<file path="src/rtl/fifo_stream_unpack.sv">
// fifo_stream_unpack: rebuilds 32-bit packed ADC words (3x10-bit samples + 2-bit trigger tag) from a byte stream.
// Optional FIFO_UNPACK_SKID_EN adds a holding word so byte collection overlaps sample emission.
module fifo_stream_unpack #(
    parameter int CNT_W = 32
) (
    input  logic             clk_usb,
    input  logic             reset_i,
    input  logic             clear_i,
    input  logic [7:0]       byte_i,
    input  logic             byte_valid_i,
    output logic             byte_ready_o,
    output logic [9:0]       sample_o,
    output logic             sample_valid_o,
    input  logic             sample_ready_i,
    output logic             sample_trig_o,
    output logic [CNT_W-1:0] sample_count_o,
    output logic             trig_seen_o,
    output logic [CNT_W-1:0] trig_index_o,
    output logic             tag_err_o
);
    typedef enum logic [1:0] {COLLECT, EMIT0, EMIT1, EMIT2} state_t;

    state_t           state_q, state_d;
    logic [1:0]       phase_q, phase_d;
    logic [23:0]      part_q, part_d;
    logic [19:0]      upper_q, upper_d;
    logic [9:0]       sample_q, sample_d;
    logic             valid_q, valid_d;
    logic             strig_q, strig_d;
    logic             word_trig_q, word_trig_d;
    logic [1:0]       word_tag_q, word_tag_d;
    logic [CNT_W-1:0] count_q, count_d;
    logic             seen_q, seen_d;
    logic [1:0]       lat_tag_q, lat_tag_d;
    logic [CNT_W-1:0] index_q, index_d;
    logic             err_q, err_d;

    logic        restart;
    logic        byte_take;
    logic        sample_take;
    logic        word_done;
    logic        load;
    logic [31:0] full_word;
    logic [31:0] load_word;
    logic [1:0]  load_tag;

    assign restart     = reset_i | clear_i;
    assign full_word   = {part_q, byte_i};
    assign sample_take = valid_q & sample_ready_i;
    assign byte_take   = byte_valid_i & byte_ready_o;
    assign word_done   = byte_take & (phase_q == 2'd3);
    assign load_tag    = load_word[31:30];

`ifdef FIFO_UNPACK_SKID_EN
    logic [31:0] hold_q, hold_d;
    logic        hold_full_q, hold_full_d;
    logic        emit_free;

    // The emitter can take a new word when idle or when its last slot leaves this cycle.
    assign emit_free    = (state_q == COLLECT) | ((state_q == EMIT2) & sample_take);
    assign byte_ready_o = ~restart & ~hold_full_q;

    always_comb begin
        hold_d      = hold_q;
        hold_full_d = hold_full_q;
        load        = 1'b0;
        load_word   = full_word;
        if (hold_full_q) begin
            if (emit_free) begin
                load        = 1'b1;
                load_word   = hold_q;
                hold_full_d = 1'b0;
            end
        end else if (word_done) begin
            if (emit_free) begin
                load = 1'b1;
            end else begin
                hold_d      = full_word;
                hold_full_d = 1'b1;
            end
        end
    end

    always_ff @(posedge clk_usb) begin
        if (restart) begin
            hold_q      <= '0;
            hold_full_q <= 1'b0;
        end else begin
            hold_q      <= hold_d;
            hold_full_q <= hold_full_d;
        end
    end
`else
    assign byte_ready_o = ~restart & (state_q == COLLECT);
    assign load         = word_done;
    assign load_word    = full_word;
`endif

    always_comb begin
        state_d     = state_q;
        phase_d     = phase_q;
        part_d      = part_q;
        upper_d     = upper_q;
        sample_d    = sample_q;
        valid_d     = valid_q;
        strig_d     = strig_q;
        word_trig_d = word_trig_q;
        word_tag_d  = word_tag_q;
        seen_d      = seen_q;
        lat_tag_d   = lat_tag_q;
        index_d     = index_q;
        err_d       = err_q;
        count_d     = count_q + CNT_W'(sample_take);

        if (byte_take) begin
            phase_d = phase_q + 2'd1;
            part_d  = {part_q[15:0], byte_i};
        end

        if (sample_take) begin
            case (state_q)
                EMIT0: begin
                    state_d  = EMIT1;
                    sample_d = upper_q[9:0];
                    strig_d  = word_trig_q & (word_tag_q == 2'd1);
                end
                EMIT1: begin
                    state_d  = EMIT2;
                    sample_d = upper_q[19:10];
                    strig_d  = word_trig_q & (word_tag_q == 2'd2);
                end
                EMIT2: begin
                    state_d = COLLECT;
                    valid_d = 1'b0;
                    strig_d = 1'b0;
                end
                default: ;
            endcase
        end

        // Status flags update together with s0; count_d already includes any transfer this cycle.
        if (load) begin
            state_d    = EMIT0;
            upper_d    = load_word[29:10];
            sample_d   = load_word[9:0];
            valid_d    = 1'b1;
            word_tag_d = load_tag;
            if (!seen_q && (load_tag != 2'd3)) begin
                seen_d      = 1'b1;
                lat_tag_d   = load_tag;
                index_d     = count_d + CNT_W'(load_tag);
                word_trig_d = 1'b1;
                strig_d     = (load_tag == 2'd0);
            end else begin
                word_trig_d = 1'b0;
                strig_d     = 1'b0;
                if (seen_q && (load_tag != lat_tag_q)) begin
                    err_d = 1'b1;
                end
            end
        end
    end

    always_ff @(posedge clk_usb) begin
        if (restart) begin
            state_q     <= COLLECT;
            phase_q     <= '0;
            part_q      <= '0;
            upper_q     <= '0;
            sample_q    <= '0;
            valid_q     <= 1'b0;
            strig_q     <= 1'b0;
            word_trig_q <= 1'b0;
            word_tag_q  <= '0;
            count_q     <= '0;
            seen_q      <= 1'b0;
            lat_tag_q   <= '0;
            index_q     <= '0;
            err_q       <= 1'b0;
        end else begin
            state_q     <= state_d;
            phase_q     <= phase_d;
            part_q      <= part_d;
            upper_q     <= upper_d;
            sample_q    <= sample_d;
            valid_q     <= valid_d;
            strig_q     <= strig_d;
            word_trig_q <= word_trig_d;
            word_tag_q  <= word_tag_d;
            count_q     <= count_d;
            seen_q      <= seen_d;
            lat_tag_q   <= lat_tag_d;
            index_q     <= index_d;
            err_q       <= err_d;
        end
    end

    assign sample_o       = sample_q;
    assign sample_valid_o = valid_q;
    assign sample_trig_o  = strig_q;
    assign sample_count_o = count_q;
    assign trig_seen_o    = seen_q;
    assign trig_index_o   = index_q;
    assign tag_err_o      = err_q;
endmodule

</file>
<file path="config.mk">
export PLATFORM = sky130hd
export DESIGN_NAME = fifo_stream_unpack
export DESIGN_NICKNAME = d
export VERILOG_FILES = /design/src/rtl/fifo_stream_unpack.sv
export SDC_FILE = /design/constraint.sdc
export NUM_CORES = 1
export LEC_CHECK = 0
export CAP_MARGIN = 10
export CORE_MARGIN = 5
export CORE_UTILIZATION = 49
export CTS_CLUSTER_DIAMETER = 120
export CTS_CLUSTER_SIZE = 12
export DETAILED_ROUTE_END_ITERATION = 16
export GPL_ROUTABILITY_DRIVEN = 0
export PLACE_DENSITY = 0.73
export SETUP_SLACK_MARGIN = 0.1
export SYNTH_ARGS = -nofsm -noshare
export SYNTH_HDL_FRONTEND = slang
export SYNTH_SLANG_ARGS = --single-unit
</file>
<file path="constraint.sdc">
create_clock -name clk_usb -period 3.5 [get_ports clk_usb]
set_input_delay 0.7 -clock clk_usb [delete_from_list [all_inputs] [get_ports clk_usb]]
set_output_delay 0.7 -clock clk_usb [all_outputs]
set_load 0.02 [all_outputs]
</file>
==> impl_metrics.ini <==
[worst_hold_path]
hp-start = trig_index_o[6]
worstHoldPathType = flip-flop to flip-flop
hold_end = trig_index_o[6]
holdPathStages = 2

[route]
drtPass1Iterations = 5
drt_iter0_drc = 605
post_drt_wl_per_cell_um = 16.53
vias_per_cell = 5.642
num_vias = 6088
routed_wirelength_um = 17830
drc = 0
ant_nets = 0

[synthesis]
synth_edf_count = 0
netlist_area_um2 = 6206
synthFlopType = dfxtp_1
synthesis.instances = 767
synth_warnings = 0
synthArstFlopShare_pct = 0
synth.distinct_cells = 68
ys_seq_area_share_pct = 42.26
yosys-top-cells-area = dfxtp_1 (42%), nand2_1 (9.8%), a21oi_1 (4.4%)
synth-seq-cells = 131
avgSynthCellArea_um2 = 8.091
synth_nets = 786
synth.largest_area_cell = dfxtp_1
netlist.area_leader.share_pct = 42.26

[setup_path]
path_max_fanout = 10
r2r_end = trig_index_o[31]
r2r_setup_slack_ns = 0.48
cp_common_cell = buf_4
worstSetupPathType = input port to flip-flop
reg2regPathDepth = 8
cpPeakStageDelay_ns = 0.38
arrival_ns = 3.36
critPathCaptureType = flip-flop
crit_path_start_kind = input port
path_cells = dlymetal6s2s_1 -> nand2_2 -> inv_2 -> ha_2 -> buf_4 -> nand4bb_4 -> a211oi_2 -> o211ai_1 -> nor4b_4 -> buf_4 -> nand4_1 -> buf_6 -> nor4_4 -> xor2_1 -> o21ai_1
slowest_stage = nor4b_4
cp-startpoint = sample_ready_i
rr_startpoint = sample_count_o[8]
required_ns = 3.81

[finish]
layout.nets = 913
mostFrequentLayoutCell = nand2_1
drive_above_1_share_pct = 15.99
area_delta_synth_final_pct = 34.48
antennaDiodeCount = 0
final_cell_area_um2 = 8346
final_cell_mix = nand2_1 (161), dfxtp_1 (131), clkdlybuf4s50_1 (90)

[cts]
clock_sinks = 131
clk_latency_ns = 0.42
cts_max_level = 4
cts_buffers = 17
root_buffer = clkbuf_16
cts.hold.buffers_added = 0
cts_max_path_buffers = 2
cts_tree = yes
path_clk_slew_ns = 0.06

[die]
die_x_um = 122.5
rows = 41
dieHeight_um = 122.5
core-area_um2 = 12520
start_util_pct = 49.58
io_pins = 92
dieArea_um2 = 15020

[global_routing]
grt_pass1_wl_um = 28950
grt_pass1_vias = 5989
gr-total-overflow = 0
grtUsageTotal_pct = 24.08
antenna_found_initial = 0
grt_max_degree = 90

[sta]
maxSlewHeadroom_pct = 35.81
final_max_slew_viol_count = 0
fin_ws_ns = 0.4503
period_needed_ns = 3.050
hold_viol = 0
setup_viol = 0
fmax_mhz = 327.9
clock_skew_ns = 0.006637
rsz0062_at_grt = no
worst_pin_slew_ns = 0.9629
fin_hold_ws_ns = 0.4508
fin_crit_sh_pct = 87.13

[power]
p_leak_nw = 2.936
p_int_mw = 2.572
power_frac_comb_pct = 1.8
p_switching_mw = 0.7581
powerDensity_nw_per_um2 = 399.0
peakVddDrop_mv = 0.3218
switching_share_pct = 22.77
power_frac_seq_pct = 45.1
p_clk_share_pct = 53.2

[placed_design]
dpl_worst_slack_ns = -0.3757
port-buffer-count = 91
dp_hpwl_um = 11970
placed_cell_area_um2 = 7647

[status]
status = finished, final reports clean

[flow_run]
cap_violations = 0
-- power groups by stage --
stage               Sequential (mW)  Combinational, mW  Clock [mW]
global placement               1.53             0.0577           0
CTS                            1.50             0.0591        1.79
finish                         1.50             0.0594        1.77
detailed placement             1.53             0.0588           0
global route                   1.50             0.0643        1.86
floorplan                      1.53             0.0316           0
-- metal layers --
metal  wire [µm]  share of wire, %  vias up  GRT usage, %
met3        1087               6.1       34         5.945
li1            -                 -     2938             -
met1        7612                43     2882         30.33
met2        8757                49      234         39.13
met4         373               2.1        0         10.64
met5           0                 0        -             0
-- critical path: cells and delay by family --
kind	cells	cell delay, ns
AND/OR/NAND/NOR	5	0.97
buffers and inverters	5	0.76
AO/OA/AOI/OAI	3	0.55
adder cells (fa/ha/maj)	1	0.19
XOR/XNOR	1	0.17
-- what timing repair did --
action	in CTS	in global routing
pin swaps	1	5
buffers inserted	1	1
endpoints found under the setup margin	12	18
gates resized for setup	6	14
-- through the flow --
stage / util (%) / TNS [ns] / total power, mW / cells
3_3_place_gp: 61.10 / -2.831 / 1.590 / 1045
4_1_cts: 66.01 / 0 / 3.346 / 1078
6_report: 66.67 / 0 / 3.330 / 1079
2_1_floorplan: - / 0 / 1.564 / 767
3_5_place_dp: 61.10 / -4.816 / 1.592 / 1045
5_1_grt: 66.67 / 0 / 3.421 / 1079
-- area by class of cell --
type                            instances  area [µm²]
Fill cell                            1017        4172
Multi-Input combinational cell        581        3471
Sequential cell                       131        2623
Timing Repair Buffer                  162        1450
Clock buffer                           18       429.2
Tap cell                              172       215.2
Clock inverter                         14       153.9
Inverter                                1       3.754
-- kinds of logic (layout without fill, tap and decap cells) --
group | count (synthesis) | after routing | synth area share [%]
adder cells (fa/ha/maj) | 6 | 6 | 1.331
AO/OA/AOI/OAI | 147 | 147 | 14.13
buffers and inverters | 55 | 195 | 3.669
multiplexers | 12 | 12 | 2.137
flip-flops | 131 | 131 | 42.26
XOR/XNOR | 48 | 48 | 6.774
AND/OR/NAND/NOR | 368 | 368 | 29.70
-- flip-flops by register name, indices dropped and copies added (netlist names), 2 cells and up --
signal,cells
trig_index_o,32
part_q,24
word_tag_q,2
sample_count_o,32
sample_o,10
phase_q,2
upper_q,20
lat_tag_q,2
state_q,2
-- cell usage after synthesis (4+ instances only) --
cell,count
a211oi_1,6
a21oi_1,54
a22oi_1,11
and2_1,11
and3_1,5
and4_1,7
buf_2,8
clkbuf_1,43
dfxtp_1,131
ha_1,5
mux2_2,10
nand2_1,162
nand3_1,44
nand4_1,13
nor2_1,63
nor3_1,13
nor4_1,7
o21ai_0,43
o311ai_0,4
or3_1,6
xnor2_1,21
xor2_1,27
-- how the worst max path moves through the flow --
stage	cells past startpoint	slack [ns]	end
finish	15	0.45	trig_index_o[30]
global route	8	0.32	trig_index_o[31]
CTS	12	0.11	trig_index_o[31]
detailed placement	12	-0.38	trig_index_o[31]
global placement	13	-0.28	trig_index_o[31]
floorplan	14	0.11	trig_index_o[31]
Power figures use the tool's default switching activity.
